File: src/rtl/pipeline_hazard_ctrl.sv
// Stall/flush sequencer for the 5-stage pipeline: load-use bubble, I/D memory freeze, branch flush.
// Define HAZARD_PERF_CNT_EN to add saturating stall/bubble/flush performance counters.
module pipeline_hazard_ctrl #(
  parameter int REG_AW = 5,
  parameter int CNT_W  = 32
) (
  input  logic              clk,
  input  logic              rst_n,
  input  logic [REG_AW-1:0] id_rs1,
  input  logic [REG_AW-1:0] id_rs2,
  input  logic              id_use_rs1,
  input  logic              id_use_rs2,
  input  logic              exe_mem_read,
  input  logic [REG_AW-1:0] exe_rd,
  input  logic              exe_br_taken,
  input  logic              imem_req,
  input  logic              imem_resp,
  input  logic              dmem_req,
  input  logic              dmem_resp,
  output logic              load_pc,
  output logic              load_if_id,
  output logic              load_id_exe,
  output logic              load_exe_mem,
  output logic              load_mem_wb,
  output logic              flush_if_id,
  output logic              bubble_id_exe,
  output logic [1:0]        fsm_state
`ifdef HAZARD_PERF_CNT_EN
  ,
  output logic [CNT_W-1:0]  stall_cnt,
  output logic [CNT_W-1:0]  bubble_cnt,
  output logic [CNT_W-1:0]  flush_cnt
`endif
);

  typedef enum logic [1:0] {
    RUN      = 2'd0,
    LU_BUB   = 2'd1,
    MEM_WAIT = 2'd2
  } state_t;

  state_t state, next_state;

  logic mem_wait;
  logic lu_hit;
  logic lu_eff;

  // req/resp: a request stays high until the cycle its resp is high; resp without req is ignored.
  assign mem_wait = (imem_req & ~imem_resp) | (dmem_req & ~dmem_resp);

  assign lu_hit = exe_mem_read & (exe_rd != '0) &
                  ((id_use_rs1 & (id_rs1 == exe_rd)) | (id_use_rs2 & (id_rs2 == exe_rd)));

  // The cycle after a bubble the load has left EXE; masking here guarantees a single bubble.
  assign lu_eff = lu_hit & (state != LU_BUB);

  assign fsm_state = state;

  always_ff @(posedge clk) begin
    if (!rst_n) begin
      state <= RUN;
    end else begin
      state <= next_state;
    end
  end

  // MEM_WAIT with the wait cleared falls through to the RUN decode in the same cycle.
  always_comb begin
    next_state    = RUN;
    load_pc       = 1'b1;
    load_if_id    = 1'b1;
    load_id_exe   = 1'b1;
    load_exe_mem  = 1'b1;
    load_mem_wb   = 1'b1;
    flush_if_id   = 1'b0;
    bubble_id_exe = 1'b0;
    if (rst_n) begin
      if (mem_wait) begin
        load_pc      = 1'b0;
        load_if_id   = 1'b0;
        load_id_exe  = 1'b0;
        load_exe_mem = 1'b0;
        load_mem_wb  = 1'b0;
        next_state   = MEM_WAIT;
      end else if (exe_br_taken) begin
        flush_if_id   = 1'b1;
        bubble_id_exe = 1'b1;
      end else if (lu_eff) begin
        load_pc       = 1'b0;
        load_if_id    = 1'b0;
        bubble_id_exe = 1'b1;
        next_state    = LU_BUB;
      end
    end
  end

`ifdef HAZARD_PERF_CNT_EN
  logic bubble_ev;

  // A bubble without a flush is a load-use bubble.
  assign bubble_ev = bubble_id_exe & ~flush_if_id;

  always_ff @(posedge clk) begin
    if (!rst_n) begin
      stall_cnt  <= '0;
      bubble_cnt <= '0;
      flush_cnt  <= '0;
    end else begin
      if (mem_wait && (stall_cnt != '1)) begin
        stall_cnt <= stall_cnt + 1'b1;
      end
      if (bubble_ev && (bubble_cnt != '1)) begin
        bubble_cnt <= bubble_cnt + 1'b1;
      end
      if (flush_if_id && (flush_cnt != '1)) begin
        flush_cnt <= flush_cnt + 1'b1;
      end
    end
  end
`else
  logic unused_cnt_w;
  assign unused_cnt_w = ^CNT_W;
`endif

endmodule

File: config.mk
export PLATFORM = sky130hd
export DESIGN_NAME = pipeline_hazard_ctrl
export DESIGN_NICKNAME = d
export VERILOG_FILES = /design/src/rtl/pipeline_hazard_ctrl.sv
export SDC_FILE = /design/constraint.sdc
export NUM_CORES = 1
export LEC_CHECK = 0
export ABC_CLOCK_PERIOD_IN_PS = 2900
export CORE_AREA = 4 4 41 43
export DETAILED_ROUTE_END_ITERATION = 6
export DIE_AREA = 0 0 45 47
export PLACE_DENSITY_LB_ADDON = 0.08
export RECOVER_POWER = 50
export SYNTH_ARGS = -nofsm -noshare
export SYNTH_HDL_FRONTEND = slang
export SYNTH_SLANG_ARGS = --single-unit
File: constraint.sdc
create_clock -name clk -period 2.9 [get_ports clk]
set_input_delay 0.725 -clock clk [delete_from_list [all_inputs] [get_ports clk]]
set_output_delay 0.725 -clock clk [all_outputs]
set_load 0.01 [all_outputs]
==> run summary <==
sw frac: 28.0%
Setup crit end kind: primary output
P_leak: 0.335 nW
TritonCTS Buffers: 3
Seq pwr share: 16.8%
Max-slew headroom: 80.1%
WL final: 994 um
Peak VDD IR: 174 uV
hold slack final: 0.706 ns
worst hold stages: 3
fmax: 0.352 GHz
die width: 45 um
cell total after placement: 89
R2R depth: 4
Max Transition Viols Final: 0
Detail Route Antenna Nets: 0
height of the die: 47 um
Internal: 0.126 mW
Worst-Margin Slew: 0.295 ns
Clock transition at path regs: 0.03 ns
CTS tree: done
Core Box Area: 1300 sq um
clock tree buffer depth: 2
register area share after synthesis: 14.3%
nets: 104
Sw Pwr: 0.0490 mW
Tot GR Track Use: 9.94%
part of the power in the clock network: 35.4%
total number of vias: 402
period utilization: 97.9%
FF-to-FF End: fsm_state[0]
Cell Rows: 13
Clk Latency, worst-skew pair: 0.22 ns
Ys Warns: 0
commonest non-fill, non-tap cell in the layout: clkdlybuf4s50_1
antenna violations before repair: 0
DP Worst Slack: -0.581 ns
vias per cell: 4.37
io pins: 34
ant diodes: 0
CP Launch Type: input pin
Mapped Area: 279 sq um
maxcap violations: 0
total clock sinks: 2
WL/cell: 10.8 um
# port buffers: 33
H-tree depth: 1
DRT iter0 DRCs: 2
crit-path max FO: 4
CP Class: input pin to primary output
HP Class: flop to flop
proportion of layout cells with a drive suffix above 1: 36.4%
Area Overhead vs Synth: 153%
DPL Wire Length: 807 um
setup TNS: 0 ns
RD Place Congestion: 0.783
syn nets: 60
Gate power share: 47.9%
vias in the first global route: 404
crit path DAT: 2.11 ns
Clock Skew: 0.00267 ns
Final min period: 2.84 ns
CTS Root Cell: clkbuf_4
DRC viols: 0
Finished Layout Cells: 92
Initial Util: 21.4%
Post-Synthesis Cells: 35
Yosys reg bits: 2
final core utilization: 54.3%
first-pass GRT wire length: 1530 um
Min-Delay Startpoint: fsm_state[1]
Die ar.: 2120 sq um
drt first pass iters: 2
flop2flop setup slack: 2.02 ns
Hold Path End: fsm_state[0]
status: completed
CP required: 2.17 ns
Largest register FFs: 2
largest net degree at the start of global routing: 5
PwrDens: 248 nW/um^2
synthesized area per cell: 7.97 sq um
Worst Setup Slack, final: 0.0618 ns
RR Startpoint: fsm_state[0]
Hold Vio Cnt, Final: 0
gr ovfl total: 0
number of library cell types mapped by synthesis: 17
Final setup viols: 0
most frequent cells in the layout: clkdlybuf4s50_1 (15), buf_4 (9), inv_1 (6), xor2_1 (6), dlygate4sd2_1 (6)
-- how the worst max path moves through the flow --
stage | to | slack, ns | from
after floorplan | load_pc | 0.30 | exe_rd[4]
after global placement | load_if_id | -0.58 | exe_rd[4]
after detailed placement | load_pc | -0.58 | exe_rd[4]
after CTS | load_pc | 0.006 | exe_rd[0]
after global routing | load_exe_mem | -0.005 | imem_req
final | load_exe_mem | 0.06 | imem_req
-- logic make-up (layout without fill, tap and decap cells) --
logic type                after synthesis  after routing  share of synthesized area, %
AOI/OAI and AO/OA                       6              6                          19.3
xor gates and xnor gates               10             10                          31.4
buffers and inverters                   9             51                          16.1
DFF                                     2              2                          14.4
and+or+nand+nor                         8              8                          18.8
-- per-layer routing --
metal | part of all wire, % | vias up | track usage, %
met1 | 41 | 178 | 12.2
li1 | - | 204 | -
met4 | 0 | 0 | 3.51
met5 | 0 | - | 0
met2 | 46 | 20 | 15.5
met3 | 13 | 0 | 4.21
-- power by group through the flow --
stage	combinational, mW	sequential, mW	clock, mW
floorplan	0.0280	0.0299	0
global placement	0.0880	0.0295	0
detailed placement	0.0872	0.0295	0
CTS	0.0810	0.0292	0.0658
global route	0.0906	0.0294	0.0714
finish	0.0837	0.0294	0.0619
-- worst max-delay path, stage by stage --
cell and delay [ns]:
clkdlybuf4s50_1 0.46, inv_1 0.05, o22ai_2 0.17, nand2_1 0.09, buf_4 0.15, clkdlybuf4s50_1 0.47
-- what timing repair did --
action / CTS / global route
gates resized for setup: 33 / 13
setup endpoints to repair: 3 / 6
cloned: 0 / 0
hold buffers: 0 / 0
pin swaps: 4 / 4
setup buffers: 1 / 0
hold endpoints to repair: 0 / 0
-- stage by stage --
| stage | instance area, sq um | total power, mW |
|---|---|---|
| floorplan | 279 | 0.0579 |
| global placement | 673 | 0.117 |
| detailed placement | 673 | 0.117 |
| CTS | 679 | 0.176 |
| global route | 707 | 0.191 |
| finish | 707 | 0.175 |
-- layout make-up --
type	instances	area [sq um]
repair buffers	42	360
fillers	149	594
inverters	6	22.5
multi-input cells	24	243
clock buffers	3	22.5
well taps	15	18.8
flip-flops and latches	2	40.0
-- synth_stat cells (all sizes together) --
| cell type | instances | area [sq um] |
|---|---|---|
| nand2 | 2 | 7.51 |
| o41a | 1 | 11.3 |
| o22ai | 1 | 6.26 |
| or2 | 1 | 6.26 |
| o221a | 1 | 11.3 |
| o221ai | 1 | 8.76 |
| xor2 | 8 | 70.1 |
| dfxtp | 2 | 40.0 |
| and2 | 1 | 6.26 |
| o31ai | 1 | 7.51 |
| a32oi | 1 | 8.76 |
| or4 | 1 | 7.51 |
| buf | 3 | 22.5 |
| inv | 6 | 22.5 |
| nor4 | 3 | 25.0 |
| xnor2 | 2 | 17.5 |
Note: power is estimated with default switching activity, not from simulation.
